==> config.mk <==
export PLATFORM = sky130hd
export DESIGN_NAME = toy_bus_dtcm_arb2_flat
export DESIGN_NICKNAME = d
export VERILOG_FILES = /design/src/rtl/toy_bus_dtcm_arb2_if.sv /design/src/rtl/toy_bus_dtcm_arb2.sv /design/src/flat_wrapper.sv
export SDC_FILE = /design/constraint.sdc
export NUM_CORES = 1
export LEC_CHECK = 0
export CAP_MARGIN = 15
export CELL_PAD_IN_SITES_DETAIL_PLACEMENT = 0
export CELL_PAD_IN_SITES_GLOBAL_PLACEMENT = 1
export CORE_MARGIN = 1
export CORE_UTILIZATION = 32
export CTS_CLUSTER_SIZE = 12
export DETAILED_ROUTE_END_ITERATION = 8
export PLACE_DENSITY_LB_ADDON = 0.08
export SLEW_MARGIN = 20
export SYNTH_ARGS = -nofsm -noshare
export SYNTH_HDL_FRONTEND = slang
export SYNTH_SLANG_ARGS = --single-unit
==> constraint.sdc <==
create_clock -name clk -period 6.6 [get_ports clk]
set_input_delay 1.32 -clock clk [delete_from_list [all_inputs] [get_ports clk]]
set_output_delay 1.32 -clock clk [all_outputs]
set_load 0.005 [all_outputs]
==> src/rtl/toy_bus_dtcm_arb2_if.sv <==
// One ToyBus link: request channel (master -> slave) and ack channel (slave -> master).
// The arbiter is a slave to each upstream master and a master towards the DTCM node.
interface toy_bus_dtcm_arb2_if;
  logic        req_vld;
  logic        req_rdy;
  logic [31:0] req_addr;
  logic [31:0] req_data;
  logic [3:0]  req_strb;
  logic        req_opcode;
  logic [3:0]  req_src_id;
  logic [3:0]  req_tgt_id;
  logic        ack_vld;
  logic        ack_rdy;
  logic [31:0] ack_data;
  logic        ack_opcode;
  logic [3:0]  ack_src_id;
  logic [3:0]  ack_tgt_id;

  modport master (
    output req_vld, req_addr, req_data, req_strb, req_opcode, req_src_id, req_tgt_id,
    output ack_rdy,
    input  req_rdy,
    input  ack_vld, ack_data, ack_opcode, ack_src_id, ack_tgt_id
  );

  modport slave (
    input  req_vld, req_addr, req_data, req_strb, req_opcode, req_src_id, req_tgt_id,
    input  ack_rdy,
    output req_rdy,
    output ack_vld, ack_data, ack_opcode, ack_src_id, ack_tgt_id
  );
endinterface

==> src/rtl/toy_bus_dtcm_arb2.sv <==
// Two-master round-robin request arbiter in front of the DTCM node, with a per-master
// response FIFO; reads are only issued when the owning FIFO is guaranteed a free slot.
module toy_bus_dtcm_arb2 #(
  parameter int DEPTH = 2
) (
  input  logic                      clk,
  input  logic                      rst,
  toy_bus_dtcm_arb2_if.slave        in0,
  toy_bus_dtcm_arb2_if.slave        in1,
  toy_bus_dtcm_arb2_if.master       out0,
  output logic                      err
);

  localparam int AW = $clog2(DEPTH);
  localparam int OW = AW + 1;
  localparam logic [OW:0] DepthLimit = (OW + 1)'(DEPTH);

  typedef struct packed {
    logic [31:0] data;
    logic [3:0]  srcId;
    logic [3:0]  tgtId;
  } ackEntry_t;

  logic [1:0]  reqVld;
  logic [1:0]  reqOpcode;
  logic [1:0]  ackRdy;
  logic [31:0] reqAddr  [2];
  logic [31:0] reqData  [2];
  logic [3:0]  reqStrb  [2];
  logic [3:0]  reqSrcId [2];
  logic [3:0]  reqTgtId [2];

  logic lastGrant_q, lastGrant_d;
  logic lockVld_q, lockVld_d;
  logic lockId_q, lockId_d;
  logic inflVld_q, inflVld_d;
  logic inflId_q, inflId_d;
  logic err_q, err_d;

  logic [OW-1:0] occ_q   [2];
  logic [OW-1:0] occ_d   [2];
  logic [AW-1:0] wrPtr_q [2];
  logic [AW-1:0] wrPtr_d [2];
  logic [AW-1:0] rdPtr_q [2];
  logic [AW-1:0] rdPtr_d [2];
  ackEntry_t     mem_q   [2][DEPTH];
  ackEntry_t     ackHead [2];

  logic [1:0] credit;
  logic [1:0] elig;
  logic [1:0] push;
  logic [1:0] pop;
  logic       grantVld;
  logic       grantId;
  logic       handshake;
  ackEntry_t  ackIn;
  logic       unusedAckOpcode;

  assign reqVld      = {in1.req_vld, in0.req_vld};
  assign reqOpcode   = {in1.req_opcode, in0.req_opcode};
  assign ackRdy      = {in1.ack_rdy, in0.ack_rdy};
  assign reqAddr[0]  = in0.req_addr;
  assign reqAddr[1]  = in1.req_addr;
  assign reqData[0]  = in0.req_data;
  assign reqData[1]  = in1.req_data;
  assign reqStrb[0]  = in0.req_strb;
  assign reqStrb[1]  = in1.req_strb;
  assign reqSrcId[0] = in0.req_src_id;
  assign reqSrcId[1] = in1.req_src_id;
  assign reqTgtId[0] = in0.req_tgt_id;
  assign reqTgtId[1] = in1.req_tgt_id;

  assign unusedAckOpcode = out0.ack_opcode;

  // A slot is reserved for the read whose ack is still on the wire; a pop this cycle does not free credit.
  always_comb begin
    credit = '0;
    elig   = '0;
    for (int i = 0; i < 2; i++) begin
      credit[i] = ({1'b0, occ_q[i]} + {{OW{1'b0}}, (inflVld_q && (inflId_q == 1'(i)))}) < DepthLimit;
      elig[i]   = !rst && reqVld[i] && (reqOpcode[i] || credit[i]);
    end
  end

  always_comb begin
    grantVld = |elig;
    grantId  = 1'b0;
    if (lockVld_q && elig[lockId_q]) begin
      grantId = lockId_q;
    end else if (elig[0] && elig[1]) begin
      grantId = ~lastGrant_q;
    end else begin
      grantId = elig[1];
    end
  end

  assign handshake = grantVld && out0.req_rdy;

  assign out0.req_vld    = grantVld;
  assign out0.req_addr   = reqAddr[grantId];
  assign out0.req_data   = reqData[grantId];
  assign out0.req_strb   = reqStrb[grantId];
  assign out0.req_opcode = reqOpcode[grantId];
  assign out0.req_src_id = reqSrcId[grantId];
  assign out0.req_tgt_id = reqTgtId[grantId];
  assign out0.ack_rdy    = 1'b1;

  assign in0.req_rdy = handshake && (grantId == 1'b0);
  assign in1.req_rdy = handshake && (grantId == 1'b1);

  always_comb begin
    lastGrant_d = lastGrant_q;
    lockVld_d   = grantVld && !out0.req_rdy;
    lockId_d    = grantId;
    inflVld_d   = handshake && !reqOpcode[grantId];
    inflId_d    = grantId;
    err_d       = err_q;
    if (handshake) begin
      lastGrant_d = grantId;
    end
    // The node answers every read exactly one cycle later, so any mismatch is a protocol error.
    if (out0.ack_vld != inflVld_q) begin
      err_d = 1'b1;
    end
  end

  assign ackIn = '{data: out0.ack_data, srcId: out0.ack_src_id, tgtId: out0.ack_tgt_id};

  always_comb begin
    push = '0;
    pop  = '0;
    for (int i = 0; i < 2; i++) begin
      push[i]    = out0.ack_vld && inflVld_q && (inflId_q == 1'(i));
      pop[i]     = (occ_q[i] != '0) && ackRdy[i];
      occ_d[i]   = occ_q[i] + OW'(push[i]) - OW'(pop[i]);
      wrPtr_d[i] = wrPtr_q[i] + AW'(push[i]);
      rdPtr_d[i] = rdPtr_q[i] + AW'(pop[i]);
      ackHead[i] = mem_q[i][rdPtr_q[i]];
    end
  end

  assign in0.ack_vld    = (occ_q[0] != '0);
  assign in0.ack_data   = ackHead[0].data;
  assign in0.ack_src_id = ackHead[0].srcId;
  assign in0.ack_tgt_id = ackHead[0].tgtId;
  assign in0.ack_opcode = 1'b0;
  assign in1.ack_vld    = (occ_q[1] != '0);
  assign in1.ack_data   = ackHead[1].data;
  assign in1.ack_src_id = ackHead[1].srcId;
  assign in1.ack_tgt_id = ackHead[1].tgtId;
  assign in1.ack_opcode = 1'b0;

  assign err = err_q;

  always_ff @(posedge clk) begin
    if (rst) begin
      lastGrant_q <= 1'b1;
      lockVld_q   <= 1'b0;
      lockId_q    <= 1'b0;
      inflVld_q   <= 1'b0;
      inflId_q    <= 1'b0;
      err_q       <= 1'b0;
      for (int i = 0; i < 2; i++) begin
        occ_q[i]   <= '0;
        wrPtr_q[i] <= '0;
        rdPtr_q[i] <= '0;
      end
    end else begin
      lastGrant_q <= lastGrant_d;
      lockVld_q   <= lockVld_d;
      lockId_q    <= lockId_d;
      inflVld_q   <= inflVld_d;
      inflId_q    <= inflId_d;
      err_q       <= err_d;
      for (int i = 0; i < 2; i++) begin
        occ_q[i]   <= occ_d[i];
        wrPtr_q[i] <= wrPtr_d[i];
        rdPtr_q[i] <= rdPtr_d[i];
      end
    end
  end

  // Storage needs no reset: occupancy alone decides what is visible.
  always_ff @(posedge clk) begin
    for (int i = 0; i < 2; i++) begin
      if (push[i] && !rst) begin
        mem_q[i][wrPtr_q[i]] <= ackIn;
      end
    end
  end

endmodule
==> src/flat_wrapper.sv <==
// flat-port wrapper written by rule: the top's interface ports become plain ports
module toy_bus_dtcm_arb2_flat 
#(
  parameter int DEPTH = 2
)
  (clk, rst, err, in0_req_vld, in0_req_addr, in0_req_data, in0_req_strb, in0_req_opcode, in0_req_src_id, in0_req_tgt_id, in0_ack_rdy, in0_req_rdy, in0_ack_vld, in0_ack_data, in0_ack_opcode, in0_ack_src_id, in0_ack_tgt_id, in1_req_vld, in1_req_addr, in1_req_data, in1_req_strb, in1_req_opcode, in1_req_src_id, in1_req_tgt_id, in1_ack_rdy, in1_req_rdy, in1_ack_vld, in1_ack_data, in1_ack_opcode, in1_ack_src_id, in1_ack_tgt_id, out0_req_vld, out0_req_addr, out0_req_data, out0_req_strb, out0_req_opcode, out0_req_src_id, out0_req_tgt_id, out0_ack_rdy, out0_req_rdy, out0_ack_vld, out0_ack_data, out0_ack_opcode, out0_ack_src_id, out0_ack_tgt_id);
  toy_bus_dtcm_arb2_if in0_i ();
  toy_bus_dtcm_arb2_if in1_i ();
  toy_bus_dtcm_arb2_if out0_i ();
  input  logic clk;
  input  logic rst;
  output logic err;
  input wire logic [$bits(in0_i.req_vld)-1:0] in0_req_vld;
  input wire logic [$bits(in0_i.req_addr)-1:0] in0_req_addr;
  input wire logic [$bits(in0_i.req_data)-1:0] in0_req_data;
  input wire logic [$bits(in0_i.req_strb)-1:0] in0_req_strb;
  input wire logic [$bits(in0_i.req_opcode)-1:0] in0_req_opcode;
  input wire logic [$bits(in0_i.req_src_id)-1:0] in0_req_src_id;
  input wire logic [$bits(in0_i.req_tgt_id)-1:0] in0_req_tgt_id;
  input wire logic [$bits(in0_i.ack_rdy)-1:0] in0_ack_rdy;
  output wire logic [$bits(in0_i.req_rdy)-1:0] in0_req_rdy;
  output wire logic [$bits(in0_i.ack_vld)-1:0] in0_ack_vld;
  output wire logic [$bits(in0_i.ack_data)-1:0] in0_ack_data;
  output wire logic [$bits(in0_i.ack_opcode)-1:0] in0_ack_opcode;
  output wire logic [$bits(in0_i.ack_src_id)-1:0] in0_ack_src_id;
  output wire logic [$bits(in0_i.ack_tgt_id)-1:0] in0_ack_tgt_id;
  input wire logic [$bits(in1_i.req_vld)-1:0] in1_req_vld;
  input wire logic [$bits(in1_i.req_addr)-1:0] in1_req_addr;
  input wire logic [$bits(in1_i.req_data)-1:0] in1_req_data;
  input wire logic [$bits(in1_i.req_strb)-1:0] in1_req_strb;
  input wire logic [$bits(in1_i.req_opcode)-1:0] in1_req_opcode;
  input wire logic [$bits(in1_i.req_src_id)-1:0] in1_req_src_id;
  input wire logic [$bits(in1_i.req_tgt_id)-1:0] in1_req_tgt_id;
  input wire logic [$bits(in1_i.ack_rdy)-1:0] in1_ack_rdy;
  output wire logic [$bits(in1_i.req_rdy)-1:0] in1_req_rdy;
  output wire logic [$bits(in1_i.ack_vld)-1:0] in1_ack_vld;
  output wire logic [$bits(in1_i.ack_data)-1:0] in1_ack_data;
  output wire logic [$bits(in1_i.ack_opcode)-1:0] in1_ack_opcode;
  output wire logic [$bits(in1_i.ack_src_id)-1:0] in1_ack_src_id;
  output wire logic [$bits(in1_i.ack_tgt_id)-1:0] in1_ack_tgt_id;
  output wire logic [$bits(out0_i.req_vld)-1:0] out0_req_vld;
  output wire logic [$bits(out0_i.req_addr)-1:0] out0_req_addr;
  output wire logic [$bits(out0_i.req_data)-1:0] out0_req_data;
  output wire logic [$bits(out0_i.req_strb)-1:0] out0_req_strb;
  output wire logic [$bits(out0_i.req_opcode)-1:0] out0_req_opcode;
  output wire logic [$bits(out0_i.req_src_id)-1:0] out0_req_src_id;
  output wire logic [$bits(out0_i.req_tgt_id)-1:0] out0_req_tgt_id;
  output wire logic [$bits(out0_i.ack_rdy)-1:0] out0_ack_rdy;
  input wire logic [$bits(out0_i.req_rdy)-1:0] out0_req_rdy;
  input wire logic [$bits(out0_i.ack_vld)-1:0] out0_ack_vld;
  input wire logic [$bits(out0_i.ack_data)-1:0] out0_ack_data;
  input wire logic [$bits(out0_i.ack_opcode)-1:0] out0_ack_opcode;
  input wire logic [$bits(out0_i.ack_src_id)-1:0] out0_ack_src_id;
  input wire logic [$bits(out0_i.ack_tgt_id)-1:0] out0_ack_tgt_id;
  assign in0_i.req_vld = in0_req_vld;
  assign in0_i.req_addr = in0_req_addr;
  assign in0_i.req_data = in0_req_data;
  assign in0_i.req_strb = in0_req_strb;
  assign in0_i.req_opcode = in0_req_opcode;
  assign in0_i.req_src_id = in0_req_src_id;
  assign in0_i.req_tgt_id = in0_req_tgt_id;
  assign in0_i.ack_rdy = in0_ack_rdy;
  assign in0_req_rdy = in0_i.req_rdy;
  assign in0_ack_vld = in0_i.ack_vld;
  assign in0_ack_data = in0_i.ack_data;
  assign in0_ack_opcode = in0_i.ack_opcode;
  assign in0_ack_src_id = in0_i.ack_src_id;
  assign in0_ack_tgt_id = in0_i.ack_tgt_id;
  assign in1_i.req_vld = in1_req_vld;
  assign in1_i.req_addr = in1_req_addr;
  assign in1_i.req_data = in1_req_data;
  assign in1_i.req_strb = in1_req_strb;
  assign in1_i.req_opcode = in1_req_opcode;
  assign in1_i.req_src_id = in1_req_src_id;
  assign in1_i.req_tgt_id = in1_req_tgt_id;
  assign in1_i.ack_rdy = in1_ack_rdy;
  assign in1_req_rdy = in1_i.req_rdy;
  assign in1_ack_vld = in1_i.ack_vld;
  assign in1_ack_data = in1_i.ack_data;
  assign in1_ack_opcode = in1_i.ack_opcode;
  assign in1_ack_src_id = in1_i.ack_src_id;
  assign in1_ack_tgt_id = in1_i.ack_tgt_id;
  assign out0_req_vld = out0_i.req_vld;
  assign out0_req_addr = out0_i.req_addr;
  assign out0_req_data = out0_i.req_data;
  assign out0_req_strb = out0_i.req_strb;
  assign out0_req_opcode = out0_i.req_opcode;
  assign out0_req_src_id = out0_i.req_src_id;
  assign out0_req_tgt_id = out0_i.req_tgt_id;
  assign out0_ack_rdy = out0_i.ack_rdy;
  assign out0_i.req_rdy = out0_req_rdy;
  assign out0_i.ack_vld = out0_ack_vld;
  assign out0_i.ack_data = out0_ack_data;
  assign out0_i.ack_opcode = out0_ack_opcode;
  assign out0_i.ack_src_id = out0_ack_src_id;
  assign out0_i.ack_tgt_id = out0_ack_tgt_id;
  toy_bus_dtcm_arb2 #(.DEPTH(DEPTH)) u_core (.clk(clk), .rst(rst), .in0(in0_i), .in1(in1_i), .out0(out0_i), .err(err));
endmodule
Word level (Yosys, flattened, before mapping)

Memory sizes are Yosys's and may differ from the RTL's.
Index checks and enable logic that the tools add are counted.

Latch bits: 0
Input port bits: 203
Register bits: 5
Bits in read-only memories: 0
Memories kept: 4
Memory bits (writable): 168

Reduce and logical (&&, ||, !) cells: 31
Shifts and indexed selects: 0
Divide/modulo/power cells: 0
Mux-type cells: 47
Multipliers: 0
Equality and inequality tests: 1
Add/subtract/negate cells: 10
Bitwise operators: 14
Magnitude comparators: 11

Memory list:

| name           | depth | bits a word | read ports | clocked after Yosys merged registers in | wr ports | RTL line                | source |
|---|---|---|---|---|---|---|---|
| u_core.mem_q   | 2     | 80          | 2          | 0                                       | 1        | toy_bus_dtcm_arb2.sv:46 | `ackEntry_t mem_q [2][DEPTH];` |
| u_core.occ_q   | 2     | 2           | 2          | 0                                       | 2        | toy_bus_dtcm_arb2.sv:40 | `logic [OW-1:0] occ_q [2];` |
| u_core.rdPtr_q | 2     | 1           | 2          | 0                                       | 2        | toy_bus_dtcm_arb2.sv:44 | `logic [AW-1:0] rdPtr_q [2];` |
| u_core.wrPtr_q | 2     | 1           | 2          | 0                                       | 2        | toy_bus_dtcm_arb2.sv:42 | `logic [AW-1:0] wrPtr_q [2];` |

Operators with widths:

| operator                                                 | count |
|---|---|
| two-way mux 40 bit                                       | 8 |
| two-way mux 80 bit                                       | 4 |
| two-way mux 32 bit                                       | 6 |
| demux 40 bit (select 1 bit)                              | 2 |
| OR reduction 80 bit                                      | 1 |
| two-way mux 4 bit                                        | 9 |
| logical AND 1 bit                                        | 22 |
| two-way mux 1 bit                                        | 16 |
| greater-or-equal comparator 2 bit, second input constant | 5 |
| inverter 1 -> 2 bit                                      | 5 |
| adder 2 x 1 -> 3 bit                                     | 2 |
| < comparator 3 x 2 -> 1 bit, second input constant       | 2 |
| OR 1 bit                                                 | 6 |
| adder 1 bit                                              | 4 |
| adder 2 x 1 -> 2 bit                                     | 2 |
| < comparator 1 x 2 -> 1 bit, second input constant       | 2 |
| < comparator 2 x 1 -> 1 bit, second input constant       | 2 |
| two-way mux 2 bit                                        | 2 |
| nonzero test 2 bit                                       | 2 |
| subtractor 2 x 1 -> 2 bit                                | 2 |
| logical NOT 1 bit                                        | 3 |
| inverter 1 bit                                           | 3 |
| logical OR 1 bit                                         | 2 |
| OR reduction 2 bit                                       | 1 |
| inequality test 1 bit                                    | 1 |

Longest topological paths before layout

Gate-level depths: netlist of the first run.

Word-level depth: 14
Gate-level depth with buffers: 8
Gate-level depth less buffers: 8

Least setup slack after synthesis of the first run

Ideal clock, no wire load.

Path kind: input-to-reg
Start point: in rst
End point: mem u_core.mem_q[0][100] (netlist name) (enable)
Buffers on the path: 2
Setup time: 0.495 ns
Setup slack: 1.399 ns
Stages: 3
Arrival: 4.705 ns
Cell sequence: clkbuf_1 clkbuf_1 nor3b_1

Cells in the longest elaborated chain, start to end: 6
Elaborated cells on any way between the ends: 10
Those cells by class: 6 x mux; 4 x reduce/logical

Ends and longest elaborated chain:

| what                                                                            | RTL line                 | source |
|---|---|---|
| start, declared                                                                 | flat_wrapper.sv:11       | `input logic rst;` |
| logical NOT 1 bit (*)                                                           | toy_bus_dtcm_arb2.sv:186 | `if (push[i] && !rst) begin` |
| logical AND 1 bit                                                               | toy_bus_dtcm_arb2.sv:186 |  |
| two-way mux 1 bit                                                               | toy_bus_dtcm_arb2.sv:186 |  |
| two-way mux 80 bit (not written as such)                                        | toy_bus_dtcm_arb2.sv:187 | `mem_q[i][wrPtr_q[i]] <= ackIn;` |
| OR reduction 80 bit (no source line)                                            | -                        |  |
| two-way mux 1 bit (no source line) / two-way mux 80 bit (equally long branches) | -                        |  |
| end, declared                                                                   | toy_bus_dtcm_arb2.sv:46  |  |

Mark *: on every way between the ends. The rest lies on a longest branch, timed or not.

Worst setup path after layout of the first run

Start point: in in0_req_opcode
End point: out out0_req_addr[7]

Cells in the longest elaborated chain, start to end: 10
Elaborated cells on any way between the ends: 12
Those cells by class: 7 x mux; 1 x bitwise; 4 x reduce/logical

Ends and longest elaborated chain:

| what                                                      | RTL line                 | source |
|---|---|---|
| start, declared                                           | flat_wrapper.sv:17       | `input wire logic [$bits(in0_i.req_opcode)-1:0] in0_req_opcode;` |
| logical OR 1 bit (*)                                      | toy_bus_dtcm_arb2.sv:81  | `elig[i] = !rst && reqVld[i] && (reqOpcode[i] \|\| credit[i]);` |
| logical AND 1 bit (*)                                     | toy_bus_dtcm_arb2.sv:81  |  |
| two-way mux 1 bit (not written as such) (2 in a row)      | toy_bus_dtcm_arb2.sv:88  | `if (lockVld_q && elig[lockId_q]) begin` |
| logical AND 1 bit                                         | toy_bus_dtcm_arb2.sv:88  |  |
| two-way mux 1 bit (*)                                     | toy_bus_dtcm_arb2.sv:88  |  |
| inverter 1 -> 2 bit (not written as such) (*)             | toy_bus_dtcm_arb2.sv:100 | `assign out0.req_addr = reqAddr[grantId];` |
| two-way mux 32 bit (not written as such) (*) (3 in a row) | toy_bus_dtcm_arb2.sv:100 |  |
| end, declared                                             | flat_wrapper.sv:42       | `output wire logic [$bits(out0_i.req_addr)-1:0] out0_req_addr;` |

Mark *: on every way between the ends. The rest lies on a longest branch, timed or not. The select of a mux whose other input is x is not followed.

==> run summary, run 1 <==
GRT Overall Usage - 19.5%
Status - finished clean
Vias per cell - 4.63
CTS tree - built
Placement Setup Slack - 1.24 ns
Critical R2R Capture - u_core.mem_q[0][80]
Reg clk slew, reported paths - 0.06 ns
CTS Hold Bufs - 0
Post-CTS setup buffers - 0
Final-report hold violation count - 0
DRC viols - 0
Mapped cell area - 7370 µm²
Hold crit path type - reg -> reg
First-pass GRT wire length - 33.1 mm
RSZ-0062 raised after global routing - no
Fin crit share - 81.0%
Routability cong. - 0.873
Cell count after synthesis - 416
P_int - 2.32 mW
Reg2Reg Depth - 4
Ys Warns - 0
Cell mode on critical path - clkdlybuf4s50_1
Dpl cell area - 11,300 µm²
IO Pins - 369
Pin count of the biggest net entering global routing - 47
Most frequent cells in the layout - clkdlybuf4s50_1, edfxtp_1, mux2_2, clkbuf_16, dfxtp_1
Synth top area share - 65.2%
WS Path Type - in -> out
H-tree levels - 4
TritonCTS buffer count - 17
Grt ovf - 0
CP Capture Type - primary output
Critical path launch point type - primary input
Fin area - 11,900 µm²
DRT Pass-1 Iters - 6
Logic pwr share - 27.4%
Post-Syn Area per Cell - 17.7 µm²
Hold Crit Start - u_core.err
Vias in the first global route - 5,377
Hpwl dp - 17.5 mm
Crit-path slowest cell - clkdlybuf4s50_1
Post-synthesis sequential area ratio - 68.7%
Register area - 5070 µm²
LEAKAGE - 4.08 nW
WHS Path Cells - 2
Post-cts resize count - 0
Skew-Pair Late Insertion Delay - 0.42 ns
Actual slew at the worst max-slew pin - 0.820 ns
Sequential Power Share - 41.2%
NetSw - 0.724 mW
Final setup fails - 0
Max Cap Viol - 0
Pins Over Slew Limit - 0
Setup TNS Final - 0 ns
PortBufs - 364
DRT antenna net count - 0
Clock power frac - 31.5%
Slack of the critical path - 1.26 ns
CTS sink count - 173
Area occupied by multi-input gates - 2180 µm²
Die ar. - 23,600 µm²
Clock root buffer - clkbuf_16
Final nets - 995
Die X - 154 µm
Clock Path Buffers - 2
Commonest non-fill, non-tap cell in the layout - clkdlybuf4s50_1
Area Overhead vs Synth - 61.8%
Yosys cell types - 35
Final min period - 5.34 ns
CP Max Fanout - 46
Final Skew - 0.00759 ns
Worst VDD drop - 0.000154 V
Layout cells sized above 1 - 24.4%
Die H - 154 µm
Iteration-0 DRC Markers - 145
Synth area leader - edfxtp_1
Slew Limit Headroom - 45.1%
Routed WL - 22.9 mm
Max Freq - 187 MHz
Power density cells - 255 nW/µm²
Fillers - 1,865
Crit-path max cell delay - 0.55 ns
Core ar. - 22,600 µm²
Crit path DAT - 4.02 ns
Starting Density - 32.5%
Rows - 55
#FFs+latches synth - 173
Cell chain of the critical path - clkdlybuf4s50_1 > nand4bb_1 > and3_1 > a211oi_4 > buf_4 > mux2_2 > clkdlybuf4s50_1
Switching Fraction - 23.8%
Vias - 5,022
Synth top area cells - edfxtp_1, mux2_2, dfxtp_1
Routed len/inst - 21.1 µm
Initial antenna violation count - 5
R2r setup slk - 4.23 ns
Hold endpoint - u_core.err
Origin of the critical flop-to-flop path - u_core.inflVld_q
Worst Path Required - 5.28 ns
-- worst max-delay path: cells and delay by family --
kind / cells / cell delay, ns
and+or+nand+nor: 2 / 0.48
AOI/OAI and AO/OA: 1 / 0.27
buffers and inverters: 3 / 1.52
muxes: 1 / 0.42
-- state kept, by name (all words and copies together) (netlist names) --
register / cells
u_core.wrPtr_q: 2
u_core.inflVld_q: 1
u_core.mem_q: 160
u_core.lastGrant_q: 1
u_core.lockVld_q: 1
u_core.rdPtr_q: 2
u_core.lockId_q: 1
u_core.err: 1
u_core.occ_q: 4
-- stage by stage --
| stage | instances | hold WS, ns | power, mW | utilization, % |
|---|---|---|---|---|
| floorplan | 417 | 0.462 | 1.61 | - |
| global placement | 1053 | 0.456 | 2.11 | 50.1 |
| detailed placement | 1053 | 0.475 | 2.12 | 50.1 |
| CTS | 1083 | 0.491 | 3.08 | 52.6 |
| global route | 1085 | 0.503 | 3.17 | 52.6 |
| finish | 1085 | 0.490 | 3.04 | 52.6 |
-- Yosys cell counts --
cell type  instances
edfxtp_1         160
mux2_2           147
dfxtp_1           13
mux2_1            10
nor2_1            10
buf_1              6
buf_2              6
clkbuf_1           6
inv_1              6
and2_1             5
ha_1               5
xnor2_1            5
buf_4              4
nor2b_1            3
nor3b_1            3
xor2_1             3
a21oi_1            2
conb_1             2
nand2_1            2
nand2b_1           2
or2_2              2
a211oi_4           1
a21o_1             1
a31oi_1            1
and3_1             1
and3b_1            1
buf_6              1
nand3_1            1
nand4bb_1          1
nor3_1             1
o211ai_1           1
o21ai_0            1
o21ai_1            1
o21bai_1           1
o32ai_1            1
-- kinds of logic after synthesis --
family	count (synthesis)	share of synthesized area, %
simple gates	32	2.43
xor+xnor	8	0.951
mux	157	24.0
flops	173	68.7
other cells	2	0.102
fa+ha+maj	5	0.849
buf+inv	29	1.88
compound gates	10	1.05
-- power by group through the flow --
stage	Combinational, mW	Clock (mW)	Sequential (mW)
after floorplan	0.359	0	1.25
after global placement	0.839	0	1.28
after detailed placement	0.844	0	1.28
after CTS	0.851	0.980	1.25
after global routing	0.889	1.02	1.26
final	0.832	0.957	1.25
-- worst max path at each step --
stage | start | end | slack [ns] | cells past startpoint
2_1_floorplan | rst | u_core.mem_q[0][100] | 1.40 | 3
3_3_place_gp | in0_req_opcode | out0_req_addr[7] | 1.27 | 7
3_5_place_dp | in0_req_opcode | out0_req_addr[7] | 1.24 | 7
4_1_cts | in0_req_opcode | out0_req_addr[7] | 1.22 | 7
5_1_grt | in0_req_opcode | out0_req_data[0] | 1.14 | 7
6_report | in0_req_opcode | out0_req_addr[7] | 1.26 | 7
-- routing by layer --
metal	vias up	wire [µm]	share of wire, %	global-route usage, %
met5	-	26	0.11	0
met4	4	610	2.7	7.86
met3	36	1700	7.4	6.62
met2	203	11800	52	34.6
met1	2445	8730	38	21.2
li1	2334	-	-	-
-- cell type report --
type / instances / area share (%)
clock inverters: 12 / 1.14
well taps: 285 / 2.99
diodes: 2 / 0.0420
flip-flops and latches: 173 / 42.5
inverters: 6 / 0.189
clock buffers: 18 / 3.60
repair buffers: 374 / 31.2
multi-input cells: 215 / 18.3
No activity file was read; power rests on OpenSTA's default activity.
==> inputs of run 2 (changes only) <==
CORE_UTILIZATION = 29   (was 32)
clock period = 4.5 ns   (was 6.6 ns; I/O delays follow)
==> run 2 against run 1 <==
Combinational power is 47% higher. Worst hold slack better by 0.024 ns. Cell count is 4.1% higher. Via count is 0.48% lower. Critical path depth stayed put. Wire length is 1.2% lower. Largest cell class unchanged.
==> run summary, run 2 (same netlist as run 1, synthesis figures left out) <==
Core Util, Final - 48.8% (-3.8 points)
TritonCTS buffer count - 17 (unchanged)
First-pass GRT wire length - 33.0 mm (-0.27%)
CTS Hold Bufs - 0 (unchanged)
Area Overhead vs Synth - 63.0%
RSZ-0062 raised after global routing - no
Fin crit share - 96.1%
GRT Overall Usage - 17.6% (-1.9 points)
Origin of the critical flop-to-flop path - u_core.inflVld_q
Routed len/inst - 20.0 µm (-5.1%)
Hold crit path type - reg -> reg
Grt ovf - 0 (unchanged)
Post-cts resize count - 0 (unchanged)
Reg2Reg Depth - 4 (unchanged)
CP startpoint - in0_req_opcode
PortBufs - 364 (unchanged)
Die X - 161 µm (+5.0%)
WS Path Type - in -> out
Vias - 4,998 (-0.48%)
Area occupied by multi-input gates - 2200 µm² (+0.86%)
CTS sink count - 173 (unchanged)
Final nets - 999 (+0.40%)
Crit path DAT - 3.42 ns (-0.60 ns)
Pin count of the biggest net entering global routing - 45 (-4.3%)
Skew-Pair Late Insertion Delay - 0.42 ns (about the same)
Critical R2R Capture - u_core.mem_q[0][86]
Final Skew - 0.00621 ns (-0.00139 ns)
Final-report hold violation count - 0 (unchanged)
Most frequent cells in the layout - clkdlybuf4s50_1, edfxtp_1, mux2_2, clkbuf_16
Max Cap Viol - 0 (unchanged)
Die H - 161 µm (+5.0%)
Setup TNS Final - 0 ns (unchanged)
Fillers - 2,163 (+16%)
DRT antenna net count - 0 (unchanged)
R2r setup slk - 2.29 ns (-1.94 ns)
Worst setup path endpoint - out0_req_tgt_id[0]
Vias in the first global route - 5,488 (+2.1%)
H-tree levels - 4 (unchanged)
Pins Over Slew Limit - 0 (unchanged)
Commonest non-fill, non-tap cell in the layout - clkdlybuf4s50_1
Final setup fails - 0 (unchanged)
DRC viols - 0 (unchanged)
Starting Density - 29.9% (-2.6 points)
Iteration-0 DRC Markers - 139 (-4.1%)
Register area - 5070 µm² (unchanged)
Hpwl dp - 17.4 mm (-0.58%)
LEAKAGE - 4.10 nW (+0.41%)
Largest register FFs - 160 (unchanged)
Clock root buffer - clkbuf_16
Status - finished clean
IO Pins - 369 (unchanged)
Power density cells - 363 nW/µm² (+43%)
Critical path launch point type - primary input
Slew Limit Headroom - 45.1% (about the same)
CP Max Fanout - 44 (-4.3%)
Core ar. - 24,600 µm² (+8.7%)
Actual slew at the worst max-slew pin - 0.823 ns (+0.00394 ns)
DRT Pass-1 Iters - 4 (-2)
Worst VDD drop - 0.000231 V (+50%)
Die ar. - 26,100 µm² (+10%)
Post-CTS setup buffers - 0 (unchanged)
Reg clk slew, reported paths - 0.06 ns (about the same)
Final min period - 4.32 ns
CTS tree - built
Clock Path Buffers - 2 (unchanged)
Layout cells sized above 1 - 24.4% (-0.058 points)
Rows - 57 (+3.6%)
CP Capture Type - primary output
Max Freq - 231 MHz
Final Hold Slack - 0.513 ns (+0.0235 ns)
Routed WL - 22.6 mm (-1.2%)
Initial antenna violation count - 1 (-4)
Worst Path Required - 3.60 ns (-1.68 ns)
Vias per cell - 4.43 (-4.4%)
Routability cong. - 0.856 (-1.9%)
-- run 2: cell types whose count changed in the layout (fill, tap and decap cells not counted), sizes merged --
cell,change
buf,+4
bufinv,-2
clkinv,+6
clkinvlp,-1
diode,-1
inv,-1
-- run 2: worst max-delay path: stages --
cell             delay [ns]
clkdlybuf4s50_1        0.46
nand4bb_1              0.24
and3_1                 0.26
a211oi_4               0.37
buf_12                 0.28
mux2_2                 0.41
clkdlybuf4s50_1        0.50
-- run 2: stage by stage --
stage | power [mW] | cells | cell area, µm² | worst slack (ns)
after floorplan | 2.36 | 417 | 7390 | 1.11
after global placement | 3.12 | 1096 | 11500 | 0.188
after detailed placement | 3.13 | 1096 | 11500 | 0.186
after CTS | 4.43 | 1128 | 12000 | 0.165
after global routing | 4.55 | 1129 | 12000 | 0.0736
final | 4.37 | 1129 | 12000 | 0.177
-- run 2: cell type report --
cell class	instances	share of cell area, %
Sequential cell	173	42.2
Timing Repair Buffer	378	31.5
Multi-Input combinational cell	215	18.3
Clock buffer	18	3.57
Tap cell	324	3.38
Clock inverter	14	0.792
Inverter	6	0.188
Antenna cell	1	0.0208
-- run 2: worst min path at each step --
stage | start | end | slack [ns] | cells after the start
global route | u_core.err | u_core.err | 0.56 | 2
floorplan | u_core.err | u_core.err | 0.46 | 2
finish | u_core.err | u_core.err | 0.51 | 2
CTS | u_core.err | u_core.err | 0.51 | 2
global placement | u_core.err | u_core.err | 0.50 | 2
detailed placement | u_core.err | u_core.err | 0.51 | 2
-- run 2: routing by layer --
layer,routed length (µm),track usage (%),part of all wire (%)
met5,0,0,0
met4,650,6.82,2.9
met3,1630,6.01,7.2
met2,11700,31.2,52
met1,8630,19.2,38
-- run 2: where the power goes --
group	internal (mW)	switching (mW)
Combinational	0.805	0.420
Sequential	1.79	0.0620
Clock	0.704	0.587
Total	3.30	1.07
==> inputs of run 3 (changes only) <==
ABC_AREA = 1   (was not set)
CORE_UTILIZATION = 26   (was 29)
SLEW_MARGIN = not set   (was 20)
==> run 3 against run 2 <==
Power is 1.3% higher. Die area grew 13%. Wire length grew 20%. Via count rose by 25%. Worst hold slack worse by 0.046 ns. Sequential share of layout area fell by 0.55 points. Synthesized cell count rose by 85%. Maximum frequency increased by 9.4%. Count of clock-buffer cells in the layout unchanged. Global-route usage rose by 0.25 points. Synthesized area rose by 1.2%. Cell count up 34%. Critical endpoint is now out0_req_addr[24].
==> run summary, run 3 <==
Pin count of the biggest net entering global routing - 47 (+4.4%)
EDFF count, synth - 160 (unchanged)
Final Skew - 0.00878 ns (+0.00257 ns)
IO Pins - 369 (unchanged)
CTS tree - built
Cell count after synthesis - 769 (+85%)
Synth area leader - edfxtp_1
Core Util, Final - 43.4% (-5.4 points)
Crit path max-delay family - buffers and inverters
Post-synthesis sequential area ratio - 68.0% (-0.78 points)
Critical path launch point type - primary input
Synth Area in Adders - 0.839% (-0.0097 points)
Most common cell in the netlist - nand2_1
Final Hold Slack - 0.467 ns (-0.0458 ns)
Final setup fails - 0 (unchanged)
Rows - 61 (+7.0%)
GRT Overall Usage - 17.8% (+0.25 points)
Hold crit path type - reg -> reg
CTS Hold Bufs - 0 (unchanged)
Largest register FFs - 160 (unchanged)
Layout cells sized above 1 - 4.91% (-19 points)
CP Max Fanout - 32 (-27%)
Routed WL - 27.1 mm (+20%)
Mapped cell area - 7450 µm² (+1.2%)
Crit-path slowest cell - clkdlybuf4s50_1
Commonest non-fill, non-tap cell in the layout - nand2_1
Dpl cells - 1,486 (+36%)
Post-cts resize count - 0 (unchanged)
Xor and xnor fraction of the mapped netlist area - 0.235% (-0.72 points)
Predominant post-synthesis flop cell - edfxtp_1
Final nets - 1,335 (+34%)
Die H - 171 µm (+6.1%)
Die X - 171 µm (+6.1%)
Pins Over Slew Limit - 0 (unchanged)
Final min period - 3.95 ns (-0.371 ns)
WHS Path Cells - 2 (unchanged)
Reg clk slew, reported paths - 0.07 ns (about the same)
Most frequent cells in the layout - nand2_1, clkdlybuf4s50_1, edfxtp_1, inv_1, clkbuf_16
Compound-gate portion of the synthesized area - 0.957% (-0.096 points)
Area Overhead vs Synth - 63.3%
Fin crit share - 87.8% (-8.2 points)
Reg2Reg Depth - 6 (+2)
WP buf/inv - 4 (+1)
RSZ-0062 raised after global routing - no
Layout Cells excl Fill - 1,518 (+34%)
#FFs+latches synth - 173 (unchanged)
Skew-Pair Late Insertion Delay - 0.42 ns (about the same)
Iteration-0 DRC Markers - 256 (+84%)
H-tree levels - 4 (unchanged)
Routability cong. - 0.787 (-8.1%)
Worst VDD drop - 0.000239 V (+3.5%)
Final total power - 4.42 mW (+1.3%)
Core ar. - 28,000 µm² (+14%)
Setup TNS Final - 0 ns (unchanged)
Yosys cell types - 20 (-43%)
Max Freq - 253 MHz (+9.4%)
PortBufs - 364 (unchanged)
Crit path DAT - 3.05 ns (-0.37 ns)
Power density cells - 363 nW/µm² (about the same)
Vias - 6,236 (+25%)
Starting Density - 26.6% (-3.3 points)
LEAKAGE - 4.96 nW (+21%)
Slew Limit Headroom - 36.5% (-8.6 points)
Synth top area cells - edfxtp_1, nand2_1, dfxtp_1
DRT antenna net count - 0 (unchanged)
CP Capture Type - primary output
TritonCTS buffer count - 17 (unchanged)
Max Cap Viol - 0 (unchanged)
Vias per cell - 4.11 (-7.2%)
Post-CTS setup buffers - 0 (unchanged)
Combinational family with the most area after synthesis - simple AND/OR/NAND/NOR gates
DRC viols - 0 (unchanged)
FFs w/ async S/R, synth - 0% (unchanged)
Worst Path Required - 3.60 ns (about the same)
Status - finished clean
Crit-path max cell delay - 0.52 ns (+0.02 ns)
ANT cells - 0 (-1)
WS Path Type - in -> out
First-pass GRT wire length - 37.5 mm (+14%)
CP Depth - 9 (+2)
Cell chain of the critical path - clkdlybuf4s50_1 > nor2_1 > a21boi_2 > nand2_2 > inv_2 > buf_4 > nand2_1 > nand2_1 > clkdlybuf4s50_1
Clock root buffer - clkbuf_16
Leading post-synthesis cells by instance count - nand2_1, edfxtp_1, inv_1
DRT Pass-1 Iters - 5 (+1)
Actual slew at the worst max-slew pin - 0.953 ns (+0.130 ns)
Ys Warns - 0 (unchanged)
Synth top area share - 64.5% (-0.74 points)
Clock Path Buffers - 2 (unchanged)
Post-Syn Area per Cell - 9.69 µm² (-45%)
Routed len/inst - 17.9 µm (-11%)
Die ar. - 29,300 µm² (+13%)
Grt ovf - 0 (unchanged)
Post-Synth Simple-Gate Area - 25.9% (+24 points)
CTS sink count - 173 (unchanged)
Final-report hold violation count - 0 (unchanged)
Initial antenna violation count - 5 (+4)
Post-synthesis mux area share - 0% (-24 points)
Hpwl dp - 19.2 mm (+10%)
Vias in the first global route - 5,885 (+7.2%)
run 3: path summary, 6_finish.rpt:
check	from	end	slack, ns
max	rst	out0_req_addr[24]	0.55
min	u_core.wrPtr_q[0][1]	u_core.wrPtr_q[0][1]	0.47
max reg2reg	u_core.inflVld_q	u_core.mem_q[0][157]	2.51
min reg2reg	u_core.wrPtr_q[0][1]	u_core.wrPtr_q[0][1]	0.47
run 3: layer usage:
layer | share of wire (%) | GRT usage, %
met3 | 9.5 | 7.06
met4 | 0.74 | 3.84
met1 | 40 | 20.0
met2 | 50 | 31.7
met5 | 0.20 | 0
run 3: worst reg2reg max path, delay by kind of cell, from the launching register on:
family / cells / cell delay, ns
flops: 1 / 0.37
simple gates: 3 / 0.71
fa+ha+maj: 1 / 0.20
buf+inv: 2 / 0.37
run 3: kinds of logic (layout without fill, tap and decap cells):
kind of cell,count (synthesis),in the layout
XOR/XNOR,2,2
AND/OR/NAND/NOR,511,511
flip-flops,173,173
buffers and inverters,63,433
AO/OA/AOI/OAI,13,13
other,2,3
adder cells (fa/ha/maj),5,5
run 3: power breakdown:
group,switching (mW),internal [mW],total (mW),leakage [nW]
clock,0.647,0.900,1.55,0.309
sequential,0.0102,1.78,1.79,1.55
combinational,0.498,0.588,1.09,3.11
run 3: cell type report:
class                           count  area, µm²
Clock buffer                       18        429
Clock inverter                     14        201
Fill cell                        2763      15800
Inverter                           25       93.8
Multi-Input combinational cell    534       2120
Sequential cell                   173       5070
Tap cell                          378        473
Timing Repair Buffer              376       3780
run 3: through the flow:
| stage | instance area [µm²] | setup WS (ns) |
|---|---|---|
| 3_3_place_gp | 11500 | 0.480 |
| 3_5_place_dp | 11500 | 0.492 |
| 4_1_cts | 12200 | 0.478 |
| 2_1_floorplan | 7460 | 0.123 |
| 6_report | 12200 | 0.548 |
| 5_1_grt | 12200 | 0.351 |
